--- src/rtl/cond_ctrl_pipeline_pkg.sv ---
// -----------------------------------------------------------------------------
// cond_ctrl_pipeline_pkg
//   Shared definitions for the conditional control pipeline:
//   - ARM condition codes (EQ..LE, AL, NV) as an enum.
//   - Bit positions inside the {Q,N,Z,C,V} flag word.
//   - A small helper that checks the stall vector shape.
// -----------------------------------------------------------------------------
package cond_ctrl_pipeline_pkg;

    typedef enum logic [3:0] {
        COND_EQ = 4'h0,  // Z set
        COND_NE = 4'h1,  // Z clear
        COND_CS = 4'h2,  // C set
        COND_CC = 4'h3,  // C clear
        COND_MI = 4'h4,  // N set
        COND_PL = 4'h5,  // N clear
        COND_VS = 4'h6,  // V set
        COND_VC = 4'h7,  // V clear
        COND_HI = 4'h8,  // C set and Z clear
        COND_LS = 4'h9,  // C clear or Z set
        COND_GE = 4'hA,  // N == V
        COND_LT = 4'hB,  // N != V
        COND_GT = 4'hC,  // Z clear and N == V
        COND_LE = 4'hD,  // Z set or N != V
        COND_AL = 4'hE,  // always
        COND_NV = 4'hF   // never
    } condCode_e;

    // Bit positions in the 5-bit flag word {Q,N,Z,C,V}.
    localparam int FLAG_Q = 4;
    localparam int FLAG_N = 3;
    localparam int FLAG_Z = 2;
    localparam int FLAG_C = 1;
    localparam int FLAG_V = 0;

    // A legal stall vector is a run of ones starting at bit 0 (a younger
    // stage can never advance into an older stage that is held). Such a
    // vector has no bit in common with itself plus one. The vector is
    // zero-extended to 32 bits by the caller.
    function automatic logic stallIsMonotonic(input logic [31:0] stallVec);
        return ((stallVec + 32'd1) & stallVec) == 32'd0;
    endfunction

endpackage

--- src/rtl/cond_ctrl_pipeline_if.sv ---
// -----------------------------------------------------------------------------
// cond_ctrl_pipeline_if
//   Bundles the decoder-side inputs, hazard-unit controls, ALU flag feedback
//   and the pipeline outputs of cond_ctrl_pipeline.
//   master : decoder / hazard unit / datapath side (drives inputs)
//   slave  : the pipeline itself
//   Signals:
//     ctrl_in[CTRL_W]     decoded control bundle for stage 0
//     valid_in            ctrl_in is a real instruction
//     cond_in[4]          ARM condition field
//     flag_wr_in[2]       [1]=update N,Z  [0]=update C,V
//     sat_in              saturating op (may set Q)
//     stall[N_STAGES]     hold stage s
//     flush[N_STAGES]     load bubble into stage s
//     alu_flags[5]        {Q,N,Z,C,V} from the ALU for the condition stage
//     q_clr               clear sticky Q
//     stage_ctrl          bundle of stage s at [s*CTRL_W +: CTRL_W]
//     stage_valid         valid bit of each stage
//     cond_ex             condition stage valid and condition passes
//     flags[5]            architectural {Q,N,Z,C,V}
// -----------------------------------------------------------------------------
interface cond_ctrl_pipeline_if #(
    parameter int CTRL_W   = 24,
    parameter int N_STAGES = 4
);
    logic [CTRL_W-1:0]          ctrl_in;
    logic                       valid_in;
    logic [3:0]                 cond_in;
    logic [1:0]                 flag_wr_in;
    logic                       sat_in;
    logic [N_STAGES-1:0]        stall;
    logic [N_STAGES-1:0]        flush;
    logic [4:0]                 alu_flags;
    logic                       q_clr;
    logic [N_STAGES*CTRL_W-1:0] stage_ctrl;
    logic [N_STAGES-1:0]        stage_valid;
    logic                       cond_ex;
    logic [4:0]                 flags;

    modport master (
        output ctrl_in, valid_in, cond_in, flag_wr_in, sat_in,
        output stall, flush, alu_flags, q_clr,
        input  stage_ctrl, stage_valid, cond_ex, flags
    );

    modport slave (
        input  ctrl_in, valid_in, cond_in, flag_wr_in, sat_in,
        input  stall, flush, alu_flags, q_clr,
        output stage_ctrl, stage_valid, cond_ex, flags
    );
endinterface

--- src/rtl/cond_ctrl_pipeline_cond_check.sv ---
// -----------------------------------------------------------------------------
// cond_ctrl_pipeline_cond_check
//   Purely combinational ARM condition evaluator.
//   Ports:
//     cond[4]  in   condition code (EQ..LE, AL, NV)
//     nzcv[4]  in   {N,Z,C,V} flags the condition is tested against
//     pass     out  1 when the condition holds
// -----------------------------------------------------------------------------
module cond_ctrl_pipeline_cond_check
    import cond_ctrl_pipeline_pkg::*;
(
    input  logic [3:0] cond,
    input  logic [3:0] nzcv,
    output logic       pass
);
    logic flagN;
    logic flagZ;
    logic flagC;
    logic flagV;

    assign flagN = nzcv[FLAG_N];
    assign flagZ = nzcv[FLAG_Z];
    assign flagC = nzcv[FLAG_C];
    assign flagV = nzcv[FLAG_V];

    always_comb begin
        pass = 1'b0;
        case (condCode_e'(cond))
            COND_EQ: pass = flagZ;
            COND_NE: pass = !flagZ;
            COND_CS: pass = flagC;
            COND_CC: pass = !flagC;
            COND_MI: pass = flagN;
            COND_PL: pass = !flagN;
            COND_VS: pass = flagV;
            COND_VC: pass = !flagV;
            COND_HI: pass = flagC && !flagZ;
            COND_LS: pass = !flagC || flagZ;
            COND_GE: pass = (flagN == flagV);
            COND_LT: pass = (flagN != flagV);
            COND_GT: pass = !flagZ && (flagN == flagV);
            COND_LE: pass = flagZ || (flagN != flagV);
            COND_AL: pass = 1'b1;
            default: pass = 1'b0;  // NV never executes
        endcase
    end
endmodule

--- src/rtl/cond_ctrl_pipeline.sv ---
// -----------------------------------------------------------------------------
// cond_ctrl_pipeline
//   Control-signal pipeline between the instruction decoder and the datapath.
//   Each of the N_STAGES register slices carries {valid, bundle, cond,
//   flag_wr, sat}. Every slice obeys: reset > flush > stall(hold) > load,
//   and inserts a bubble when the stage behind it is held but it is not.
//   The condition of the instruction in COND_STAGE is evaluated against the
//   architectural flags; a failing instruction has its KILL_MASK bundle bits
//   cleared as it moves into COND_STAGE+1. The {Q,N,Z,C,V} register lives
//   here; Q is sticky until q_clr or reset.
//   Ports:
//     clk    in  clock
//     reset  in  synchronous active-high reset
//     bus    cond_ctrl_pipeline_if.slave (see the interface header)
// -----------------------------------------------------------------------------
module cond_ctrl_pipeline
    import cond_ctrl_pipeline_pkg::*;
#(
    parameter int               CTRL_W     = 24,
    parameter int               N_STAGES   = 4,
    parameter int               COND_STAGE = 1,
    parameter logic [CTRL_W-1:0] KILL_MASK = CTRL_W'('h00000F)
) (
    input  logic                 clk,
    input  logic                 reset,
    cond_ctrl_pipeline_if.slave  bus
);

    // Registered contents of every stage, gathered so neighbours can read them.
    logic [CTRL_W-1:0] stageCtrl   [N_STAGES];
    logic              stageValid  [N_STAGES];
    logic [3:0]        stageCond   [N_STAGES];
    logic [1:0]        stageFlagWr [N_STAGES];
    logic              stageSat    [N_STAGES];

    logic       condPass;
    logic       condEx;
    logic       flagUpdate;
    logic [4:0] flagsReg;

    // -------------------------------------------------------------------------
    // Register slices
    // -------------------------------------------------------------------------
    genvar gi;
    generate
        for (gi = 0; gi < N_STAGES; gi++) begin : gStage
            logic [CTRL_W-1:0] srcCtrl;
            logic              srcValid;
            logic [3:0]        srcCond;
            logic [1:0]        srcFlagWr;
            logic              srcSat;
            logic              upstreamHeld;

            logic [CTRL_W-1:0] ctrlReg;
            logic              validReg;
            logic [3:0]        condReg;
            logic [1:0]        flagWrReg;
            logic              satReg;

            if (gi == 0) begin : gSrcDecode
                assign srcCtrl      = bus.ctrl_in;
                assign srcValid     = bus.valid_in;
                assign srcCond      = bus.cond_in;
                assign srcFlagWr    = bus.flag_wr_in;
                assign srcSat       = bus.sat_in;
                assign upstreamHeld = 1'b0;
            end else begin : gSrcPrev
                // Only the hop out of the condition stage is gated; the
                // condition stage itself always shows the raw bundle.
                localparam bit IS_KILL_HOP = (gi == COND_STAGE + 1);

                assign srcCtrl      = (IS_KILL_HOP && !condEx)
                                      ? (stageCtrl[gi-1] & ~KILL_MASK)
                                      : stageCtrl[gi-1];
                assign srcValid     = stageValid[gi-1];
                assign srcCond      = stageCond[gi-1];
                assign srcFlagWr    = stageFlagWr[gi-1];
                assign srcSat       = stageSat[gi-1];
                assign upstreamHeld = bus.stall[gi-1];
            end

            // A bubble comes either from an explicit flush or from the stage
            // behind being held while this one is free to advance; without
            // the latter the held instruction would be duplicated.
            always_ff @(posedge clk) begin
                if (reset || bus.flush[gi] || (upstreamHeld && !bus.stall[gi])) begin
                    ctrlReg   <= '0;
                    validReg  <= 1'b0;
                    condReg   <= '0;
                    flagWrReg <= '0;
                    satReg    <= 1'b0;
                end else if (!bus.stall[gi]) begin
                    ctrlReg   <= srcCtrl;
                    validReg  <= srcValid;
                    condReg   <= srcCond;
                    flagWrReg <= srcFlagWr;
                    satReg    <= srcSat;
                end
            end

            assign stageCtrl[gi]   = ctrlReg;
            assign stageValid[gi]  = validReg;
            assign stageCond[gi]   = condReg;
            assign stageFlagWr[gi] = flagWrReg;
            assign stageSat[gi]    = satReg;

            assign bus.stage_ctrl[gi*CTRL_W +: CTRL_W] = ctrlReg;
            assign bus.stage_valid[gi]                 = validReg;
        end
    endgenerate

    // -------------------------------------------------------------------------
    // Condition evaluation against the architectural flags (not alu_flags),
    // so a flag-setting instruction is seen by its successor one cycle later.
    // -------------------------------------------------------------------------
    cond_ctrl_pipeline_cond_check uCondCheck (
        .cond (stageCond[COND_STAGE]),
        .nzcv (flagsReg[3:0]),
        .pass (condPass)
    );

    assign condEx = stageValid[COND_STAGE] & condPass;

    // A held condition stage will present the same instruction again next
    // cycle, so it must not commit yet. A flush of the condition stage does
    // not block the update: the instruction already there was evaluated.
    assign flagUpdate = condEx & ~bus.stall[COND_STAGE];

    // -------------------------------------------------------------------------
    // Flag register {Q,N,Z,C,V}
    // -------------------------------------------------------------------------
    always_ff @(posedge clk) begin
        if (reset) begin
            flagsReg <= '0;
        end else begin
            if (flagUpdate && stageFlagWr[COND_STAGE][1]) begin
                flagsReg[FLAG_N] <= bus.alu_flags[FLAG_N];
                flagsReg[FLAG_Z] <= bus.alu_flags[FLAG_Z];
            end
            if (flagUpdate && stageFlagWr[COND_STAGE][0]) begin
                flagsReg[FLAG_C] <= bus.alu_flags[FLAG_C];
                flagsReg[FLAG_V] <= bus.alu_flags[FLAG_V];
            end
            // Sticky Q: a new saturation event outranks a simultaneous clear.
            if (flagUpdate && stageSat[COND_STAGE] && bus.alu_flags[FLAG_Q]) begin
                flagsReg[FLAG_Q] <= 1'b1;
            end else if (bus.q_clr) begin
                flagsReg[FLAG_Q] <= 1'b0;
            end
        end
    end

    assign bus.cond_ex = condEx;
    assign bus.flags   = flagsReg;

    // The hazard unit may only hold a contiguous run of stages from stage 0.
    stallMonotonic : assert property (
        @(posedge clk) disable iff (reset)
        stallIsMonotonic(32'(bus.stall))
    );

endmodule

--- src/flat_wrapper.sv ---
// flat-port wrapper written by rule: the top's interface ports become plain ports
module cond_ctrl_pipeline_flat import cond_ctrl_pipeline_pkg::*;
#(
    parameter int               CTRL_W     = 24,
    parameter int               N_STAGES   = 4,
    parameter int               COND_STAGE = 1,
    parameter logic [CTRL_W-1:0] KILL_MASK = CTRL_W'('h00000F)
)
  (clk, reset, bus_ctrl_in, bus_valid_in, bus_cond_in, bus_flag_wr_in, bus_sat_in, bus_stall, bus_flush, bus_alu_flags, bus_q_clr, bus_stage_ctrl, bus_stage_valid, bus_cond_ex, bus_flags);
  cond_ctrl_pipeline_if #(.CTRL_W(CTRL_W), .N_STAGES(N_STAGES)) bus_i ();
  input  logic clk;
  input  logic reset;
  input wire logic [$bits(bus_i.ctrl_in)-1:0] bus_ctrl_in;
  input wire logic [$bits(bus_i.valid_in)-1:0] bus_valid_in;
  input wire logic [$bits(bus_i.cond_in)-1:0] bus_cond_in;
  input wire logic [$bits(bus_i.flag_wr_in)-1:0] bus_flag_wr_in;
  input wire logic [$bits(bus_i.sat_in)-1:0] bus_sat_in;
  input wire logic [$bits(bus_i.stall)-1:0] bus_stall;
  input wire logic [$bits(bus_i.flush)-1:0] bus_flush;
  input wire logic [$bits(bus_i.alu_flags)-1:0] bus_alu_flags;
  input wire logic [$bits(bus_i.q_clr)-1:0] bus_q_clr;
  output wire logic [$bits(bus_i.stage_ctrl)-1:0] bus_stage_ctrl;
  output wire logic [$bits(bus_i.stage_valid)-1:0] bus_stage_valid;
  output wire logic [$bits(bus_i.cond_ex)-1:0] bus_cond_ex;
  output wire logic [$bits(bus_i.flags)-1:0] bus_flags;
  assign bus_i.ctrl_in = bus_ctrl_in;
  assign bus_i.valid_in = bus_valid_in;
  assign bus_i.cond_in = bus_cond_in;
  assign bus_i.flag_wr_in = bus_flag_wr_in;
  assign bus_i.sat_in = bus_sat_in;
  assign bus_i.stall = bus_stall;
  assign bus_i.flush = bus_flush;
  assign bus_i.alu_flags = bus_alu_flags;
  assign bus_i.q_clr = bus_q_clr;
  assign bus_stage_ctrl = bus_i.stage_ctrl;
  assign bus_stage_valid = bus_i.stage_valid;
  assign bus_cond_ex = bus_i.cond_ex;
  assign bus_flags = bus_i.flags;
  cond_ctrl_pipeline #(.CTRL_W(CTRL_W), .N_STAGES(N_STAGES), .COND_STAGE(COND_STAGE), .KILL_MASK(KILL_MASK)) u_core (.clk(clk), .reset(reset), .bus(bus_i));
endmodule
--- config.mk ---
export PLATFORM = sky130hd
export DESIGN_NAME = cond_ctrl_pipeline_flat
export DESIGN_NICKNAME = d
export VERILOG_FILES = /design/src/rtl/cond_ctrl_pipeline_pkg.sv /design/src/rtl/cond_ctrl_pipeline_if.sv /design/src/rtl/cond_ctrl_pipeline_cond_check.sv /design/src/rtl/cond_ctrl_pipeline.sv /design/src/flat_wrapper.sv
export SDC_FILE = /design/constraint.sdc
export NUM_CORES = 1
export LEC_CHECK = 0
export ABC_AREA = 0
export CELL_PAD_IN_SITES_DETAIL_PLACEMENT = 1
export CELL_PAD_IN_SITES_GLOBAL_PLACEMENT = 1
export CORE_ASPECT_RATIO = 1.2
export CORE_MARGIN = 5
export CORE_UTILIZATION = 35
export CTS_CLUSTER_DIAMETER = 50
export CTS_CLUSTER_SIZE = 25
export DETAILED_ROUTE_END_ITERATION = 16
export PLACE_DENSITY = 0.77
export SYNTH_ARGS = -nofsm -noshare
export SYNTH_HDL_FRONTEND = slang
export SYNTH_HIERARCHICAL = 1
export SYNTH_SLANG_ARGS = --single-unit
--- constraint.sdc ---
create_clock -name clk -period 5 [get_ports clk]
set_input_delay 0.5 -clock clk [delete_from_list [all_inputs] [get_ports clk]]
set_output_delay 0.5 -clock clk [all_outputs]
set_load 0.03 [all_outputs]
**Yosys cells after proc, flatten, opt, wreduce, memory -nomap -nowiden**

Cells that the tools add are included.

- Reductions and logical operators: 27
- Divide/modulo/power cells: 0
- $mul: 0
- Order comparisons: 0
- Add/sub/neg operators: 0
- Eq/ne operators: 16
- Bitwise operators: 3
- Shifts and indexed selects: 0
- Multiplexer cells: 4

Operators by type and width:

| kind | number |
|---|---|
| == test 4 bit (second input constant) | 7 |
| == test 4 x 3 -> 1 bit (second input constant) | 4 |
| case mux 1 bit (15 select lines) | 1 |
| logical AND 1 bit | 9 |
| logical OR 1 bit | 9 |
| == test 4 x 2 -> 1 bit (second input constant) | 2 |
| zero test 1 bit | 7 |
| == test 4 x 1 -> 1 bit (second input constant) | 1 |
| zero test 4 bit | 1 |
| 2-to-1 mux 4 bit | 1 |
| AND 1 bit | 2 |
| 2-to-1 mux 1 bit | 2 |
| nonzero test 2 bit | 1 |
| == test 1 bit | 1 |
| inequality test 1 bit | 1 |
| inverter 1 bit | 1 |

- Register bits: 119
- Bits in latches: 0
- Memory bits (writable): 0
- Memories kept: 0
- Memory bits (read-only): 0
- Word-level logic and storage cells: 67

**Logic depth before layout (Yosys ltp)**

- Depth in word-level cells: 8
- Gate-level depth with buffers: 7
- Mapped depth without buffers: 6

**Hierarchy**

The synthesis kept the hierarchy.

By module, submodules not included:

| module | area an instance (um2) | seq. area each (um2) | cells an instance | times used |
|---|---|---|---|---|
| cond_ctrl_pipeline | 5106.1 | 2382.3 | 441 | 1 |
| cond_ctrl_pipeline_cond_check | 193.9 | 0.0 | 28 | 1 |

**Worst setup path after synthesis**

No wires, ideal clock.

- Path type: register to output
- Start point: register u_core.flagsReg[3], in the netlist u_core/bus.flags[3]
- End point: output bus_cond_ex
- Arrival time: 1.730 ns
- Slack: 2.770 ns
- Data required time: 4.500 ns
- Buffers on the path: 0
- Cell stages (with the launch flop): 7
- Path through: dfxtp_1 > xnor2_2 > o22ai_1 > a211o_1 > a211o_1 > nand2_1 > inv_1

- Word-level cells in the longest chain between the ends: 4
- Elaborated cells on any way between the ends: 7
- Those cells by class: 2 x eq/ne; 1 x mux; 1 x bitwise; 3 x reduce/logical

Ends and longest elaborated chain:

| element | RTL line | RTL |
|---|---|---|
| start, declared | cond_ctrl_pipeline.sv:39 | `logic [4:0] flagsReg;` |
| start signal, assigned by index | cond_ctrl_pipeline.sv:137 | `flagsReg[FLAG_N] <= bus.alu_flags[FLAG_N];` |
| start signal, assigned by index | cond_ctrl_pipeline.sv:138 | `flagsReg[FLAG_Z] <= bus.alu_flags[FLAG_Z];` |
| start signal, assigned by index | cond_ctrl_pipeline.sv:141 | `flagsReg[FLAG_C] <= bus.alu_flags[FLAG_C];` |
| inequality test 1 bit / == test 1 bit (equally long branches) | n/a |  |
| logical OR 1 bit / logical AND 1 bit (equally long branches) | cond_ctrl_pipeline_cond_check.sv:42, cond_ctrl_pipeline_cond_check.sv:41 |  |
| case mux 1 bit (15 select lines) (*) | cond_ctrl_pipeline_cond_check.sv:28 | `case (condCode_e'(cond))` |
| via u_core.condPass | cond_ctrl_pipeline.sv:36 | `logic condPass;` |
| AND 1 bit (*) | cond_ctrl_pipeline.sv:122 | `assign condEx = stageValid[COND_STAGE] & condPass;` |
| end, declared | flat_wrapper.sv:24 | `output wire logic [$bits(bus_i.cond_ex)-1:0] bus_cond_ex;` |

The timed path passes the listed nets; every way through them passes the cells marked *.

**Worst setup path after layout**

- Start point: register u_core.gStage[1].condReg[2]
- End point: output bus_cond_ex

- Word-level cells in the longest chain between the ends: 3
- Elaborated cells on any way between the ends: 17
- Those cells by class: 14 x eq/ne; 1 x mux; 1 x bitwise; 1 x reduce/logical

Ends and longest elaborated chain:

| element | RTL line | RTL |
|---|---|---|
| start, declared | cond_ctrl_pipeline.sv:56 | `logic [3:0] condReg;` |
| start signal, assigned | cond_ctrl_pipeline.sv:95 | `condReg <= srcCond;` |
| == test 4 bit, or another cell as far along | cond_ctrl_pipeline_cond_check.sv:28 |  |
| case mux 1 bit (15 select lines) (*) | cond_ctrl_pipeline_cond_check.sv:28 |  |
| via u_core.condPass | cond_ctrl_pipeline.sv:36 |  |
| AND 1 bit (*) | cond_ctrl_pipeline.sv:122 |  |

Marks and branches as above.

==> run_results.csv <==
group,metric,value,unit
critical_path,crit_arrival,2720,ps
die,core-area,14960,sq um
pwr,p_leak,2.722,nW
timing,period_needed,3220,ps
synth,synth-main-ff-cell,"dfxtp_1",
clocking,cts_tree,"yes",
die,die_x,122.3,um
clocking,clk_latency,410,ps
layout,area_growth,36.76,%
drt,routed_wl,15.13,mm
grt,antenna_found_initial,0,
drt,dr.pass1.iters,4,
synth,synth_xor_area_frac,0.004721,
synth,yosysMostFrequentCell,"dfxtp_1",
synth,ys_seq_area_frac,0.4495,
critical_path,worstPathRequired,4500,ps
drt,drc,0,
die,start_util,0.3543,
layout,fin_nets,628,
grt,grt_pass1_vias,4205,
grt,grt_max_degree,38,
grt,gr-total-overflow,0,
flow_run,cap_violations,0,
critical_path,cp-end-kind,"primary output",
clocking,post_cts_resized,0,
synth,synthMuxAreaShare,0.2181,
synth,synth_top_area_share,0.4495,
drt,dr_total_vias,3838,
critical_path,cp_max_fo,9,
drt,ant_nets,0,
drt,wl_per_cell,18.99,um
clocking,clk_pin_slew_worst_paths,50,ps
timing,worstMarginPinSlew,1265,ps
synth,ys_ff_latch,119,
synth,yosys.area.top_type,"dfxtp_1",
layout,instances_no_fill,797,
synth,yosysWarnings,6,
timing,holdWs,497.7,ps
timing,max_slew_margin,0.1565,
synth,async_reset_ff_frac,0,
drt,viasPerCell,4.816,
synth,yosys.area_share.simple,0.2094,
synth,synth-edff-count,0,
timing,rsz0062_at_grt,"false",
place,hpwl,10.91,mm
synth,synthTopCellsByArea,"dfxtp_1, mux2i_1, nor3_2",
place,io_buffers,153,
clocking,post_cts.repair.setup_buffers,0,
pwr,p_total,2.438,mW
critical_path,path_class,"flop to primary output",
place,routabilityCongestion,0.7504,
timing,finClkSkew,5.669,ps
timing,fin_crit_sh,0.6439,
clocking,cts-htree-levels,4,
outcome,status,"finished clean",
die,row_count,49,
die,die_y,144.8,um
pwr,power_density,336.4,nW/um^2
critical_path,startpoint_type,"flop",
layout,antenna_cells,0,
die,io_pins,154,
timing,max_freq,310.6,MHz
grt,grt_util_all_layers,0.1759,
pwr,vdd_drop_max,0.1723,mV
clocking,hold_buffers,0,
synth,synth_cell_types,33,
synth,synth_fa_ha_area_frac,0,
clocking,cts_buffers,17,
worst_hold_path,min_path_type,"flop to flop",
timing,setup_ws,1780,ps
place,numPlacedInstances,765,
clocking,cts_max_path_buffers,2,
synth,syn_nets,517,
timing,finalMaxSlewViolations,0,
synth,synth_common_cells,"dfxtp_1, mux2i_1, nor3_2, nor2_1, buf_4",
drt,drt_iter0_drc,158,
timing,setup_violations,0,
synth,syn_area_per_cell,11.30,sq um
layout,fillers,1649,
layout,drive_gt1_frac,0.1922,
die,die_area,17710,sq um
timing,hold_viol_final,0,
synth,syn_inst,469,
synth,netlist_area,5300,sq um
synth,synth_top_family_by_area,"multiplexers",
synth,synth_compound_gate_area_share,0.02195,
clocking,cts.sinks,119,
critical_path,ff2ff_setup_slack,2940,ps
clocking,cts_root_buf,"clkbuf_16",
grt,grt_pass1_wl,23.54,mm
place,place_ws,2262,ps
timing,setup_tns,0,ps
## per-layer routing
metal  GRT usage  part of all wire  vias to the layer above
li1            -                 -                     1836
met1      0.1949              0.40                     1885
met2      0.3167              0.54                       93
met3     0.04588             0.039                       24
met4     0.07606             0.023                        0
met5           0                 0                        -
## worst max-delay path: stages (launching register included)
cell	delay, ps
dfxtp_1	500
or2b_1	290
o31ai_1	270
a211o_1	150
a211o_1	230
nand2_1	120
inv_1	80
clkdlybuf4s50_1	670
## cell families (layout without fill, tap and decap cells)
logic type,count (synthesis),after routing
xor+xnor,2,2
simple gates,150,150
mux,115,115
compound gates,16,16
flops,119,119
buf+inv,67,191
## cell usage in the layout (no fill, tap or decap), types with 5 or more instances in the layout
master,netlist,final
nand2b_1,11,11
nor3_1,10,10
nand2_1,7,7
clkdlybuf4s50_1,0,150
nor3_2,70,70
clkbuf_16,0,17
buf_4,28,5
clkinv_2,0,5
dfxtp_1,119,119
mux2i_1,114,114
nor2_1,34,34
## path summary, 6_finish.rpt
| check | start | end | depth (start not counted) |
|---|---|---|---|
| worst max register to register | u_core/gStage[1].condReg[2]$_SDFFE_PP0N_ | u_core/gStage[2].ctrlReg[1]$_SDFFE_PP0N_ | 6 |
| worst min-delay path | u_core/gStage[2].ctrlReg[0]$_SDFFE_PP0N_ | u_core/gStage[2].ctrlReg[0]$_SDFFE_PP0N_ | 2 |
| worst max-delay path | u_core/gStage[1].condReg[2]$_SDFFE_PP0N_ | bus_cond_ex | 7 |
| worst min register to register | u_core/gStage[2].ctrlReg[0]$_SDFFE_PP0N_ | u_core/gStage[2].ctrlReg[0]$_SDFFE_PP0N_ | 2 |
## state kept, by name (all words and copies together) (netlist names)
| name | count |
|---|---|
| u_core/gStage.satReg | 2 |
| u_core/gStage.ctrlReg | 96 |
| u_core/gStage.validReg | 4 |
| u_core/gStage.condReg | 8 |
| u_core/gStage.flagWrReg | 4 |
| u_core/bus.flags | 5 |
## stage by stage
stage,instance area [sq um],util
CTS,7248,0.4845
detailed placement,6615,0.4422
global route,7248,0.4845
finish,7248,0.4845
global placement,6615,0.4422
floorplan,5300,-
## layout make-up
cell class | count | area (sq um) | share of cell area
Clock inverter | 9 | 145.1 | 0.02002
Tap cell | 204 | 255.2 | 0.03521
Clock buffer | 23 | 488.0 | 0.06732
Multi-Input combinational cell | 283 | 2420 | 0.3339
Inverter | 1 | 3.754 | 0.0005179
Sequential cell | 119 | 2382 | 0.3287
Timing Repair Buffer | 158 | 1554 | 0.2144
## power breakdown
part / leakage, nW / total, mW / internal, mW / switching [mW]
registers: 0.961 / 0.969 / 0.960 / 0.00939
logic: 1.44 / 0.180 / 0.0803 / 0.100
clock network: 0.317 / 1.29 / 0.881 / 0.407
total: 2.72 / 2.44 / 1.92 / 0.516
Note: power is estimated with default switching activity, not from simulation.
